`src/rtl/mmio_timer.sv`:
```
// Memory-mapped compare timer: a prescaled 32-bit up-counter with a compare match,
// optional auto-reload, a sticky pending flag and a level interrupt.
module mmio_timer #(
  parameter logic [31:0] BASE_ADDR = 32'hFFFF_0100,
  parameter int          PRESC_W   = 16
) (
  input  logic        clk,
  input  logic        rst,
  input  logic        dm_w,
  input  logic        dm_r,
  input  logic [31:0] addr,
  input  logic [31:0] wdata,
  output logic [31:0] rdata,
  output logic        hit,
  output logic        irq
);

  localparam logic [2:0] OFF_CTRL   = 3'd0;
  localparam logic [2:0] OFF_PRESC  = 3'd1;
  localparam logic [2:0] OFF_CMP    = 3'd2;
  localparam logic [2:0] OFF_COUNT  = 3'd3;
  localparam logic [2:0] OFF_STATUS = 3'd4;

  typedef enum logic [2:0] {
    IDLE = 3'd0,
    RUN  = 3'd1,
    DONE = 3'd2
  } state_t;

  state_t              state, state_nxt;
  logic [2:0]          ctrl;
  logic [PRESC_W-1:0]  presc;
  logic [PRESC_W-1:0]  pcnt;
  logic [31:0]         cmp;
  logic [31:0]         count;
  logic                pend;

  logic                en, ie, auto_rl;
  logic [2:0]          off;
  logic                wr;
  logic                wr_ctrl, wr_presc, wr_cmp, wr_count, wr_status;
  logic                tick, match, pcnt_clr;
  logic                addr_unused;

  assign en      = ctrl[0];
  assign ie      = ctrl[1];
  assign auto_rl = ctrl[2];

  // Word-only window; byte lanes within a word are not decoded.
  assign off         = addr[4:2];
  assign hit         = (addr[31:5] == BASE_ADDR[31:5]) && (off <= OFF_STATUS);
  assign addr_unused = ^addr[1:0];

  assign wr        = dm_w && hit;
  assign wr_ctrl   = wr && (off == OFF_CTRL);
  assign wr_presc  = wr && (off == OFF_PRESC);
  assign wr_cmp    = wr && (off == OFF_CMP);
  assign wr_count  = wr && (off == OFF_COUNT);
  assign wr_status = wr && (off == OFF_STATUS);

  // FSM state register
  always_ff @(posedge clk) begin
    if (!rst) state <= IDLE;
    else      state <= state_nxt;
  end

  // FSM next-state logic; EN=0 always wins so software can stop the timer at any time
  always_comb begin
    state_nxt = state;
    case (state)
      IDLE: if (en) state_nxt = RUN;
      RUN: begin
        if (!en)                   state_nxt = IDLE;
        else if (match && !auto_rl) state_nxt = DONE;
      end
      DONE: begin
        if (!en)          state_nxt = IDLE;
        else if (wr_count) state_nxt = RUN;
      end
      default: state_nxt = IDLE;
    endcase
  end

  // FSM outputs: tick/match only exist while running
  always_comb begin
    tick     = 1'b0;
    match    = 1'b0;
    pcnt_clr = 1'b1;
    if (state == RUN) begin
      tick     = (pcnt == presc);
      match    = tick && (count == cmp);
      pcnt_clr = tick || (state_nxt != RUN);
    end
    if (wr_count || wr_presc) pcnt_clr = 1'b1;
  end

  always_ff @(posedge clk) begin
    if (!rst) begin
      ctrl  <= '0;
      presc <= '0;
      pcnt  <= '0;
      cmp   <= 32'hFFFF_FFFF;
      count <= '0;
      pend  <= 1'b0;
    end else begin
      if (wr_ctrl)  ctrl  <= wdata[2:0];
      if (wr_presc) presc <= wdata[PRESC_W-1:0];
      if (wr_cmp)   cmp   <= wdata;

      if (pcnt_clr) pcnt <= '0;
      else          pcnt <= pcnt + PRESC_W'(1);

      // A software load of COUNT overrides whatever the tick would have done.
      if (wr_count)
        count <= wdata;
      else if (match) begin
        if (auto_rl) count <= '0;
      end else if (tick)
        count <= count + 32'd1;

      // Set beats a same-cycle W1C so a match is never lost.
      if (match)
        pend <= 1'b1;
      else if (wr_status && wdata[0])
        pend <= 1'b0;
    end
  end

  assign irq = pend && ie;

  always_comb begin
    rdata = 32'h0;
    if (dm_r && hit) begin
      case (off)
        OFF_CTRL:   rdata = {29'h0, ctrl};
        OFF_PRESC:  rdata = 32'(presc);
        OFF_CMP:    rdata = cmp;
        OFF_COUNT:  rdata = count;
        OFF_STATUS: rdata = {28'h0, state, pend};
        default:    rdata = 32'h0;
      endcase
    end
  end

endmodule
```
`config.mk`:
```
export PLATFORM = sky130hd
export DESIGN_NAME = mmio_timer
export DESIGN_NICKNAME = d
export VERILOG_FILES = /design/src/rtl/mmio_timer.sv
export SDC_FILE = /design/constraint.sdc
export NUM_CORES = 1
export LEC_CHECK = 0
export BUFFER_PORTS_ARGS = -buffer_cell sky130_fd_sc_hd__buf_4
export CAP_MARGIN = 20
export CORE_MARGIN = 5
export CORE_UTILIZATION = 52
export CTS_CLUSTER_SIZE = 10
export DETAILED_ROUTE_END_ITERATION = 8
export PLACE_DENSITY = 0.78
export SETUP_SLACK_MARGIN = 0.05
export SYNTH_ARGS = -nofsm -noshare
export SYNTH_HDL_FRONTEND = slang
export SYNTH_SLANG_ARGS = --single-unit
```
`constraint.sdc`:
```
create_clock -name clk -period 2.12 [get_ports clk]
set_input_delay 0.106 -clock clk [delete_from_list [all_inputs] [get_ports clk]]
set_output_delay 0.106 -clock clk [all_outputs]
set_load 0.02 [all_outputs]
```
==> flow_metrics.py <==
metrics = {
    "floorplanning": {
        "dieArea_sq_um": 13900,
        "ios": 102,
        "core-area_sq_um": 11400,
        "die_w_microns": 118,
        "placementRows": 39,
        "start_util": 0.532,
        "dieHeight_microns": 118,
    },
    "synth": {
        "yosysWarnings": 0,
        "synthDistinctLibCells": 68,
        "synth_flop_cell": "dfxtp_1",
        "syn_nets": 844,
        "synth.cell_area_sq_um": 6070,
        "ys_ff_latch": 103,
        "synthTopCellsByArea": "dfxtp_1 34%, nand2_1 7.4%, xnor2_1 6.1%",
        "synth.top_cell.area_share": 0.340,
        "synth_edf_count": 0,
        "async_reset_ff_frac": 0,
        "avgSynthCellArea_sq_um": 7.84,
        "ys_seq_area_frac": 0.340,
        "netlist_instances": 774,
        "synth_top_cell_by_area": "dfxtp_1",
    },
    "placed_design": {
        "dp.cells": 1113,
        "post_dp_cell_area_sq_um": 8020,
        "gp_congestion": 0.937,
        "preCtsSetupSlack_ns": -0.488,
        "io_buffers": 99,
        "post-dp-hpwl_mm": 17.1,
    },
    "power": {
        "total_power_mw": 4.04,
        "ir_drop_mv": 0.584,
        "power_leakage_nw": 4.17,
        "p_per_area_nw_per_um2": 428,
    },
    "grt": {
        "grt_max_degree": 37,
        "grt_pass1_vias": 7216,
        "track_usage": 0.345,
        "antenna_found_initial": 0,
        "gr-total-overflow": 0,
        "grt_pass1_wl_mm": 38.6,
    },
    "route": {
        "totalWireLength_mm": 25.7,
        "dr.pass1.iters": 5,
        "drc": 0,
        "viasPerCell": 6.15,
        "wl_per_cell_microns": 21.7,
        "drt_iter0_drc": 819,
        "antenna_left": 0,
        "vias": 7263,
    },
    "final_layout": {
        "fin_nets": 1103,
        "fin_cells": 1181,
        "fin_area_sq_um": 9450,
        "final_cell_mix": "238 x buf_4, 116 x nand2_1, 72 x dfxtp_1",
        "final_common_cell": "buf_4",
        "drive_gt1_frac": 0.424,
        "fin_util": 0.828,
        "diodes": 0,
        "syn_to_final_growth_pct": 55.6,
    },
    "worst_setup_path": {
        "critPathKind": "flip-flop to flip-flop",
        "slowest_stage": "nor4_2",
        "crit_fanout": 4,
        "crit_path_end_kind": "flip-flop",
        "start_kind": "flip-flop",
        "path_cells": "xor2_1 -> nor4_2 -> nand4_1 -> or2_4 -> buf_4 -> or3_4 -> o31a_1 -> a21oi_2",
        "crit_arrival_ns": 2.73,
        "cp_data_required_time_ns": 2.42,
        "critical_path.max_stage_delay_ns": 0.36,
    },
    "clock_network": {
        "cts_max_level": 3,
        "cts.sinks": 103,
        "clock_latency_ns": 0.37,
        "cts_buffer_depth": 2,
        "tritoncts": "built",
        "path_clk_slew_ns": 0.07,
        "numCtsBuffers": 9,
        "clockRootBuffer": "clkbuf_16",
    },
    "outcome": {
        "status": "complete, but fails checks",
        "violations": "negative setup slack",
    },
    "timing": {
        "fin_crit_ns": 2.43,
        "rsz0062_at_grt": "true",
        "period_share": 1.15,
        "fmax_mhz": 412,
        "slew_headroom": 0.517,
        "skew_ns": 0.00761,
        "tightest_slew_ns": 0.721,
        "maxSlewViolCount": 0,
        "setup_viol": 61,
        "setup_slack_ns": -0.310,
        "hold_viol": 0,
    },
    "hold_path": {
        "hold_class": "input port to flip-flop",
    },
    "run": {
        "drv_cap": 0,
    },
}
[through the flow]
| step | hold WS (ns) | TNS [ns] |
|---|---|---|
| 2_1_floorplan | 0.205 | -0.0255 |
| 3_3_place_gp | 0.325 | -10.43 |
| 3_5_place_dp | 0.337 | -13.05 |
| 4_1_cts | 0.000700 | -2.75 |
| 5_1_grt | 0.00949 | -11.99 |
| 6_report | 0.0119 | -10.27 |
[synthesized netlist by cell type (3+ instances only)]
library cell  number
nor4_1             5
a31oi_1            6
nand3_1           70
mux2i_1           23
a22oi_1           31
a2bb2oi_1          5
or4_1              4
clkbuf_2           4
nor3_1             8
buf_6              4
nor2_1            87
o31a_1             5
or3_1              5
nand4_1           22
or2_2              5
xnor2_1           42
a21oi_1           22
clkbuf_1          32
a32oi_1            5
a221oi_1           4
nand3b_1           3
mux2_2            12
buf_2             15
and2_1            11
nand2b_1           3
o211ai_1           8
nor3_2             3
dfxtp_1          103
nand2_1          120
o21ai_0           17
and3_1            15
xor2_1            31
[registers in the layout (all words and copies together), names as in the netlist]
signal / flops
pcnt: 16
cmp: 32
presc: 16
pend: 1
state: 3
count: 32
ctrl: 3
[cell type report]
type / instances / area, sq um
multi-input cells: 611 / 4290
repair buffers: 305 / 2580
flip-flops and latches: 103 / 2100
fillers: 703 / 1970
clock buffers: 9 / 225
well taps: 143 / 179
clock inverters: 7 / 70.1
inverters: 3 / 11.3
[worst max-delay path, delay by kind of cell (launching register included)]
family | cells | cell delay [ns]
buffers and inverters | 1 | 0.16
AOI/OAI and AO/OA | 2 | 0.37
and+or+nand+nor | 4 | 1.33
xor gates and xnor gates | 1 | 0.17
DFF | 1 | 0.34
[cells by family after synthesis]
| family | Yosys count | share of synthesized area |
|---|---|---|
| flops | 103 | 0.340 |
| mux | 36 | 0.0639 |
| simple gates | 376 | 0.297 |
| buf+inv | 61 | 0.0478 |
| xor+xnor | 73 | 0.105 |
| compound gates | 122 | 0.141 |
| other cells | 1 | 0.000618 |
| fa+ha+maj | 2 | 0.00412 |
[final timing paths]
kind | startpoint | to | slack [ns] | cells past startpoint
max | presc[11]$_SDFFE_PN0P_ | count[20]$_SDFFE_PN0P_ | -0.31 | 8
min | wdata[2] | count[2]$_SDFFE_PN0P_ | 0.01 | 3
max reg2reg | presc[11]$_SDFFE_PN0P_ | count[20]$_SDFFE_PN0P_ | -0.31 | 8
min reg2reg | ctrl[1]$_SDFFE_PN0P_ | ctrl[1]$_SDFFE_PN0P_ | 0.47 | 2
[power breakdown]
part           leakage, nW  switching, mW  total, mW  internal, mW
sequential           0.844        0.00803       1.95          1.94
clock                0.142          0.858       1.69         0.834
combinational         3.18          0.200      0.399         0.199
[layer usage]
layer | up-vias | track usage | routed length (microns)
li1 | 3246 | - | -
met1 | 3471 | 0.432 | 9890
met2 | 425 | 0.581 | 12400
met3 | 121 | 0.0812 | 2140
met4 | 0 | 0.123 | 1210
met5 | - | 0 | 0
[what timing repair did]
item	4_1_cts	5_1_grt
endpoints found under the setup margin	60	104
cloned	3	1
pin swaps	68	28
setup buffers	19	6
gates resized for setup	109	48
hold endpoints to repair	31	0
hold buffers	26	0
Power figures use the tool's default switching activity.
